**src/rtl/mem_burst_scheduler.sv**
```systemverilog
// +----------------------------------------------------------------------------+
// | mem_burst_scheduler                                                        |
// | Round-robin burst grant arbiter for the cell-RAM sequencer's tracking      |
// | FIFOs.                                                                     |
// | Optional: define SCHED_WATCHDOG_EN for the BUSY-state watchdog.            |
// | Revision: 1.0                                                              |
// +----------------------------------------------------------------------------+
`default_nettype none

module mem_burst_scheduler #(
  parameter int NUM_CH      = 8,
  parameter int COUNT_WIDTH = 11,
  parameter int FIFO_DEPTH  = 2048,
  parameter int BURST_LEN   = 32,
  parameter int WDOG_CYCLES = 4096
) (
  input  logic                        clk,
  input  logic                        reset,
  input  logic [NUM_CH*COUNT_WIDTH-1:0] fifo_byte_counts,
  input  logic [NUM_CH-1:0]           chan_enable,
  input  logic [NUM_CH-1:0]           chan_flush,
  output logic                        grant_valid,
  input  logic                        grant_ready,
  output logic [$clog2(NUM_CH)-1:0]   grant_chan,
  output logic                        grant_dir,
  output logic [COUNT_WIDTH-1:0]      grant_len,
  input  logic                        burst_done,
  output logic                        busy,
  output logic                        wdog_error
);

  localparam int CH_W = $clog2(NUM_CH);
  localparam logic [COUNT_WIDTH-1:0] C_BURST = COUNT_WIDTH'(BURST_LEN);
  localparam logic [COUNT_WIDTH:0]   C_MAX   = (COUNT_WIDTH+1)'(FIFO_DEPTH - 1);

  typedef enum logic [1:0] {
    S_IDLE  = 2'd0,
    S_GRANT = 2'd1,
    S_BUSY  = 2'd2
  } state_t;

  state_t                 r_state;
  logic [CH_W-1:0]        r_rr_ptr;
  logic                   r_grant_valid;
  logic [CH_W-1:0]        r_grant_chan;
  logic                   r_grant_dir;
  logic [COUNT_WIDTH-1:0] r_grant_len;
  logic                   r_busy;

  logic [NUM_CH-1:0]      w_elig;
  logic [NUM_CH-1:0]      w_is_wr;
  logic [COUNT_WIDTH-1:0] w_len [NUM_CH];
  logic                   w_any;
  logic [CH_W-1:0]        w_sel;
  logic [CH_W-1:0]        w_next_ptr;

  generate
    if ((BURST_LEN > FIFO_DEPTH - 1) || (WDOG_CYCLES < 1)) begin : g_param_check
      $error("mem_burst_scheduler: BURST_LEN must be <= FIFO_DEPTH-1 and WDOG_CYCLES >= 1");
    end
  endgenerate

  // Per-channel eligibility and burst length from the live byte counts.
  generate
    for (genvar i = 0; i < NUM_CH; i++) begin : g_ch
      logic [COUNT_WIDTH-1:0] w_cnt;
      assign w_cnt = fifo_byte_counts[i*COUNT_WIDTH +: COUNT_WIDTH];

      if (i < NUM_CH/2) begin : g_wr
        assign w_is_wr[i] = 1'b1;
        assign w_elig[i]  = chan_enable[i] &&
                            ((w_cnt >= C_BURST) || (chan_flush[i] && (w_cnt != '0)));
        assign w_len[i]   = (w_cnt >= C_BURST) ? C_BURST : w_cnt;
      end else begin : g_rd
        logic [COUNT_WIDTH:0] w_free;
        assign w_free     = ({1'b0, w_cnt} > C_MAX) ? '0 : (C_MAX - {1'b0, w_cnt});
        assign w_is_wr[i] = 1'b0;
        assign w_elig[i]  = chan_enable[i] && (w_free >= {1'b0, C_BURST});
        assign w_len[i]   = C_BURST;
      end
    end
  endgenerate

  // Flush only has meaning on the write side.
  logic w_unused_flush;
  assign w_unused_flush = ^chan_flush[NUM_CH-1:NUM_CH/2];

  // Scan from the far end so the last hit written is the nearest to rr_ptr.
  always_comb begin
    logic [CH_W-1:0] idx;
    w_any = 1'b0;
    w_sel = '0;
    idx   = '0;
    for (int k = NUM_CH - 1; k >= 0; k--) begin
      idx = CH_W'((int'(r_rr_ptr) + k) % NUM_CH);
      if (w_elig[idx]) begin
        w_any = 1'b1;
        w_sel = idx;
      end
    end
  end

  assign w_next_ptr = CH_W'((int'(r_grant_chan) + 1) % NUM_CH);

`ifdef SCHED_WATCHDOG_EN
  localparam int WD_W = $clog2(WDOG_CYCLES + 1);
  localparam logic [WD_W-1:0] C_WDOG_LAST = WD_W'(WDOG_CYCLES - 1);
  logic [WD_W-1:0] r_wdog_cnt;
  logic            r_wdog_error;
`endif

  always_ff @(posedge clk or negedge reset) begin
    if (!reset) begin
      r_state       <= S_IDLE;
      r_rr_ptr      <= '0;
      r_grant_valid <= 1'b0;
      r_grant_chan  <= '0;
      r_grant_dir   <= 1'b0;
      r_grant_len   <= '0;
      r_busy        <= 1'b0;
`ifdef SCHED_WATCHDOG_EN
      r_wdog_cnt    <= '0;
      r_wdog_error  <= 1'b0;
`endif
    end else begin
      case (r_state)
        S_IDLE: begin
          if (w_any) begin
            r_grant_chan  <= w_sel;
            r_grant_dir   <= w_is_wr[w_sel];
            r_grant_len   <= w_len[w_sel];
            r_grant_valid <= 1'b1;
            r_busy        <= 1'b1;
            r_state       <= S_GRANT;
          end
        end
        S_GRANT: begin
          if (grant_ready) begin
            r_grant_valid <= 1'b0;
            r_state       <= S_BUSY;
`ifdef SCHED_WATCHDOG_EN
            r_wdog_cnt    <= '0;
`endif
          end
        end
        S_BUSY: begin
          if (burst_done) begin
            r_rr_ptr <= w_next_ptr;
            r_busy   <= 1'b0;
            r_state  <= S_IDLE;
          end
`ifdef SCHED_WATCHDOG_EN
          // A hung burst is abandoned and the channel skipped next time round.
          else if (r_wdog_cnt == C_WDOG_LAST) begin
            r_wdog_error <= 1'b1;
            r_rr_ptr     <= w_next_ptr;
            r_busy       <= 1'b0;
            r_state      <= S_IDLE;
          end else begin
            r_wdog_cnt <= r_wdog_cnt + 1'b1;
          end
`endif
        end
        default: begin
          r_state       <= S_IDLE;
          r_grant_valid <= 1'b0;
          r_busy        <= 1'b0;
        end
      endcase
    end
  end

  assign grant_valid = r_grant_valid;
  assign grant_chan  = r_grant_chan;
  assign grant_dir   = r_grant_dir;
  assign grant_len   = r_grant_len;
  assign busy        = r_busy;

`ifdef SCHED_WATCHDOG_EN
  assign wdog_error = r_wdog_error;
`else
  assign wdog_error = 1'b0;
`endif

endmodule

`default_nettype wire
```
**config.mk**
```make
export PLATFORM = sky130hd
export DESIGN_NAME = mem_burst_scheduler
export DESIGN_NICKNAME = d
export VERILOG_FILES = /design/src/rtl/mem_burst_scheduler.sv
export SDC_FILE = /design/constraint.sdc
export NUM_CORES = 1
export LEC_CHECK = 0
export BUFFER_PORTS_ARGS = -buffer_cell sky130_fd_sc_hd__buf_2
export CAP_MARGIN = 20
export CORE_MARGIN = 1.5
export CORE_UTILIZATION = 49
export CTS_CLUSTER_SIZE = 14
export DETAILED_ROUTE_END_ITERATION = 8
export GPL_TIMING_DRIVEN = 0
export PLACE_DENSITY = 0.83
export RECOVER_POWER = 50
export SLEW_MARGIN = 30
export SYNTH_ARGS = -nofsm -noshare
export SYNTH_HDL_FRONTEND = slang
export SYNTH_SLANG_ARGS = --single-unit
```
**constraint.sdc**
```tcl
create_clock -name clk -period 9.7 [get_ports clk]
set_input_delay 1.455 -clock clk [delete_from_list [all_inputs] [get_ports clk]]
set_output_delay 1.455 -clock clk [all_outputs]
set_load 0.01 [all_outputs]
```
==> impl_metrics.env <==
export IMPL_start_kind="input port"
export IMPL_fin_skew_ps=3.15
export IMPL_async_flop_share_pct=100
export IMPL_synthSimpleGateAreaFrac_pct=22.0
export IMPL_dr_first_iter_drc_count=302
export IMPL_cts_tree="built"
export IMPL_syn_nets=405
export IMPL_wl_per_cell_um=15.9
export IMPL_drtPass1Iterations=5
export IMPL_cts_sinks=22
export IMPL_synthFlopType="dfrtp_1"
export IMPL_vias=2870
export IMPL_synth_mux_area_share_pct=10.0
export IMPL_synth_xor_area_share_pct=2.54
export IMPL_slowest_stage="or4_1"
export IMPL_die_area_um2=5360
export IMPL_yosys_warnings=0
export IMPL_io_buffers=100
export IMPL_layout_common_cells="buf_2, nor2_1, nand2_1"
export IMPL_cts_root_buf="clkbuf_8"
export IMPL_fmax_mhz=214
export IMPL_power_density_nw_per_um2=312
export IMPL_end_kind="flip-flop"
export IMPL_mostFrequentLayoutCell="buf_2"
export IMPL_synth_edf_count=0
export IMPL_path_max_fanout=6
export IMPL_clock_path_buffers=2
export IMPL_drt_total_wl_um=7390
export IMPL_critPathKind="in2reg"
export IMPL_ys_seq_area_share_pct=22.8
export IMPL_fin_nets=510
export IMPL_die_h_um=73.2
export IMPL_post_cts_resized=0
export IMPL_critPathArrivalTime_ps=4870
export IMPL_dpl_hpwl_um=5970
export IMPL_combPwrFrac_pct=76.6
export IMPL_worstPathRequired_ps=9890
export IMPL_synth_compound_area_share_pct=37.3
export IMPL_sw_frac_of_total_pct=53.2
export IMPL_cts_buffers=3
export IMPL_initial_core_util_pct=51.1
export IMPL_ir_drop_v=0.000166
export IMPL_dp_cells=461
export IMPL_drive_above_1_share_pct=32.2
export IMPL_rsz0062_at_grt="no"
export IMPL_tightest_slew_ps=1130
export IMPL_syn_inst=294
export IMPL_yosys_area_share_adder_pct=1.56
export IMPL_crit_buf_inv=1
export IMPL_globalplace_congestion=1.01
export IMPL_status="complete, no violations"
export IMPL_cts_clk_slew_worst_paths_ps=80
export IMPL_grt_pass1_wl_um=11800
export IMPL_die_x_um=73.2
export IMPL_timing_final_max_slew_violations=0
export IMPL_p_int_mw=0.448
export IMPL_drc_errors=0
export IMPL_hold_viol=0
export IMPL_grt_overflow_total=0
export IMPL_worstHoldPathType="reg2reg"
export IMPL_layout_min_cycle_time_ps=4680
export IMPL_crit_chain="buf_2 -> or4_1 -> o21a_1 -> o2111a_2 -> o41ai_4 -> a2111oi_0 -> o311ai_2 -> nand2_1 -> a21boi_1 -> a32oi_1 -> o211ai_1"
export IMPL_clk_latency_ps=260
export IMPL_core_um2=4720
export IMPL_syn_area_per_cell_um2=8.21
export IMPL_instances_no_fill=465
export IMPL_ioPinCount=126
export IMPL_ys_seq_elements=22
export IMPL_syn2layout_area_growth_pct=26.9
export IMPL_diodes=0
export IMPL_first_global_vias=2558
export IMPL_p_leak_nw=1.40
export IMPL_grt_start_max_net_pins=23
export IMPL_cap_violations=0
export IMPL_maxSlewHeadroom_pct=24.8
export IMPL_ys_types=68
export IMPL_synth_top_family_by_area="compound AO/OA/AOI/OAI gates"
export IMPL_antenna_found_initial=0
export IMPL_ctsHoldBuffers=0
export IMPL_path_delay_family="compound AO/OA/AOI/OAI gates"
export IMPL_viasPerCell=6.17
export IMPL_post_cts_buffers=0
export IMPL_setup_viol=0
export IMPL_seqPwrFrac_pct=14.4
export IMPL_finalCritPeriodShare_pct=48.3
export IMPL_p_switching_mw=0.508
export IMPL_htree_levels=1
export IMPL_critPathMaxStageDelay_ps=540
export IMPL_ant_nets=0
export IMPL_clkPwrFrac_pct=9.0
export IMPL_grt_util_all_layers_pct=28.0
export IMPL_rows=25
export IMPL_syn_area_um2=2410
export IMPL_tns_ps=0
-- routing by layer --
layer | vias to the layer above | share of wire (%) | track usage (%)
met5 | - | 0 | 0
met4 | 0 | 2.2 | 9.43
met3 | 14 | 8.6 | 3.87
met2 | 155 | 48 | 45.7
met1 | 1342 | 42 | 38.2
li1 | 1359 | - | -
-- registers in the layout, summed over array words and instances, names as in the netlist --
register / flops
grant_valid: 1
grant_len: 11
busy: 1
grant_chan: 3
r_rr_ptr: 3
grant_dir: 1
r_state: 2
-- final cells by class --
type,instances,area [µm²]
repair buffers,100,494
well taps,67,83.8
multi-input cells,251,1780
clock buffers,3,41.3
flip-flops and latches,22,551
plain buffers,12,53.8
fillers,399,1660
clock inverters,1,30.0
inverters,9,33.8
-- worst paths after layout --
check	to	cells past startpoint	start	slack [ps]
hold / removal	grant_len[10]	1	grant_len[10]	490
setup / recovery	grant_len[4]	11	fifo_byte_counts[1]	5020
min in group asynchronous	grant_len[10]	1	reset	1380
setup reg to reg	grant_len[1]	14	r_rr_ptr[0]	5220
hold reg to reg	grant_len[10]	1	grant_len[10]	490
max in group asynchronous	grant_len[2]	1	reset	7650
-- power groups by stage --
stage / Clock, mW / Sequential (mW) / Combinational, mW
2_1_floorplan: 0 / 0.139 / 0.536
3_3_place_gp: 0 / 0.138 / 0.698
3_5_place_dp: 0 / 0.139 / 0.710
4_1_cts: 0.0872 / 0.137 / 0.713
5_1_grt: 0.0903 / 0.141 / 0.791
6_report: 0.0859 / 0.137 / 0.732
-- logic make-up (layout without fill, tap and decap cells) --
logic type                 count (synthesis)  after routing
and+or+nand+nor                          112            112
muxes                                     15             15
DFF                                       22             22
xor gates and xnor gates                   7              7
buffers and inverters                     21            125
adders and majority gates                  3              3
other                                      1              1
AOI/OAI and AO/OA                        113            113
-- stage by stage --
stage | setup WS (ps) | total power, mW | utilization (%) | hold slack [ps] | cell area [µm²]
after floorplan | 5430 | 0.675 | - | 492 | 2410
after global placement | 4870 | 0.836 | 63.5 | 465 | 3000
after detailed placement | 4830 | 0.848 | 63.5 | 470 | 3000
after CTS | 5100 | 0.937 | 65.0 | 489 | 3070
after global routing | 4840 | 1.02 | 64.8 | 504 | 3060
final | 5020 | 0.955 | 64.8 | 490 | 3060
-- Yosys cell counts (3+ instances only) --
library cell  instances  area [µm²]
o21ai_0              15        75.1
ha_1                  3        37.5
nand4_1               5        31.3
a221o_1               4        40.0
a32oi_1               5        43.8
or4_1                 4        30.0
and3_1                3        18.8
o21ai_1              11        55.1
nand3_1              10        50.1
a41o_1                4        40.0
o21a_1                8        60.1
o22ai_1               3        18.8
o211ai_1              9        67.6
nor2b_1               3        18.8
nor3_1                5        25.0
mux2i_1               5        50.1
inv_1                 7        26.3
nor2_1               35         131
mux2_2                3        33.8
xor2_1                4        35.0
xnor2_1               3        26.3
a21oi_1               7        35.0
clkbuf_1              9        33.8
and2_1                5        31.3
mux4_2                7         158
a22oi_1               4        30.0
a22o_1                7        61.3
nand2_1              33         124
a211oi_1              4        30.0
dfrtp_1              22         551
(Power assumes the default switching activity.)
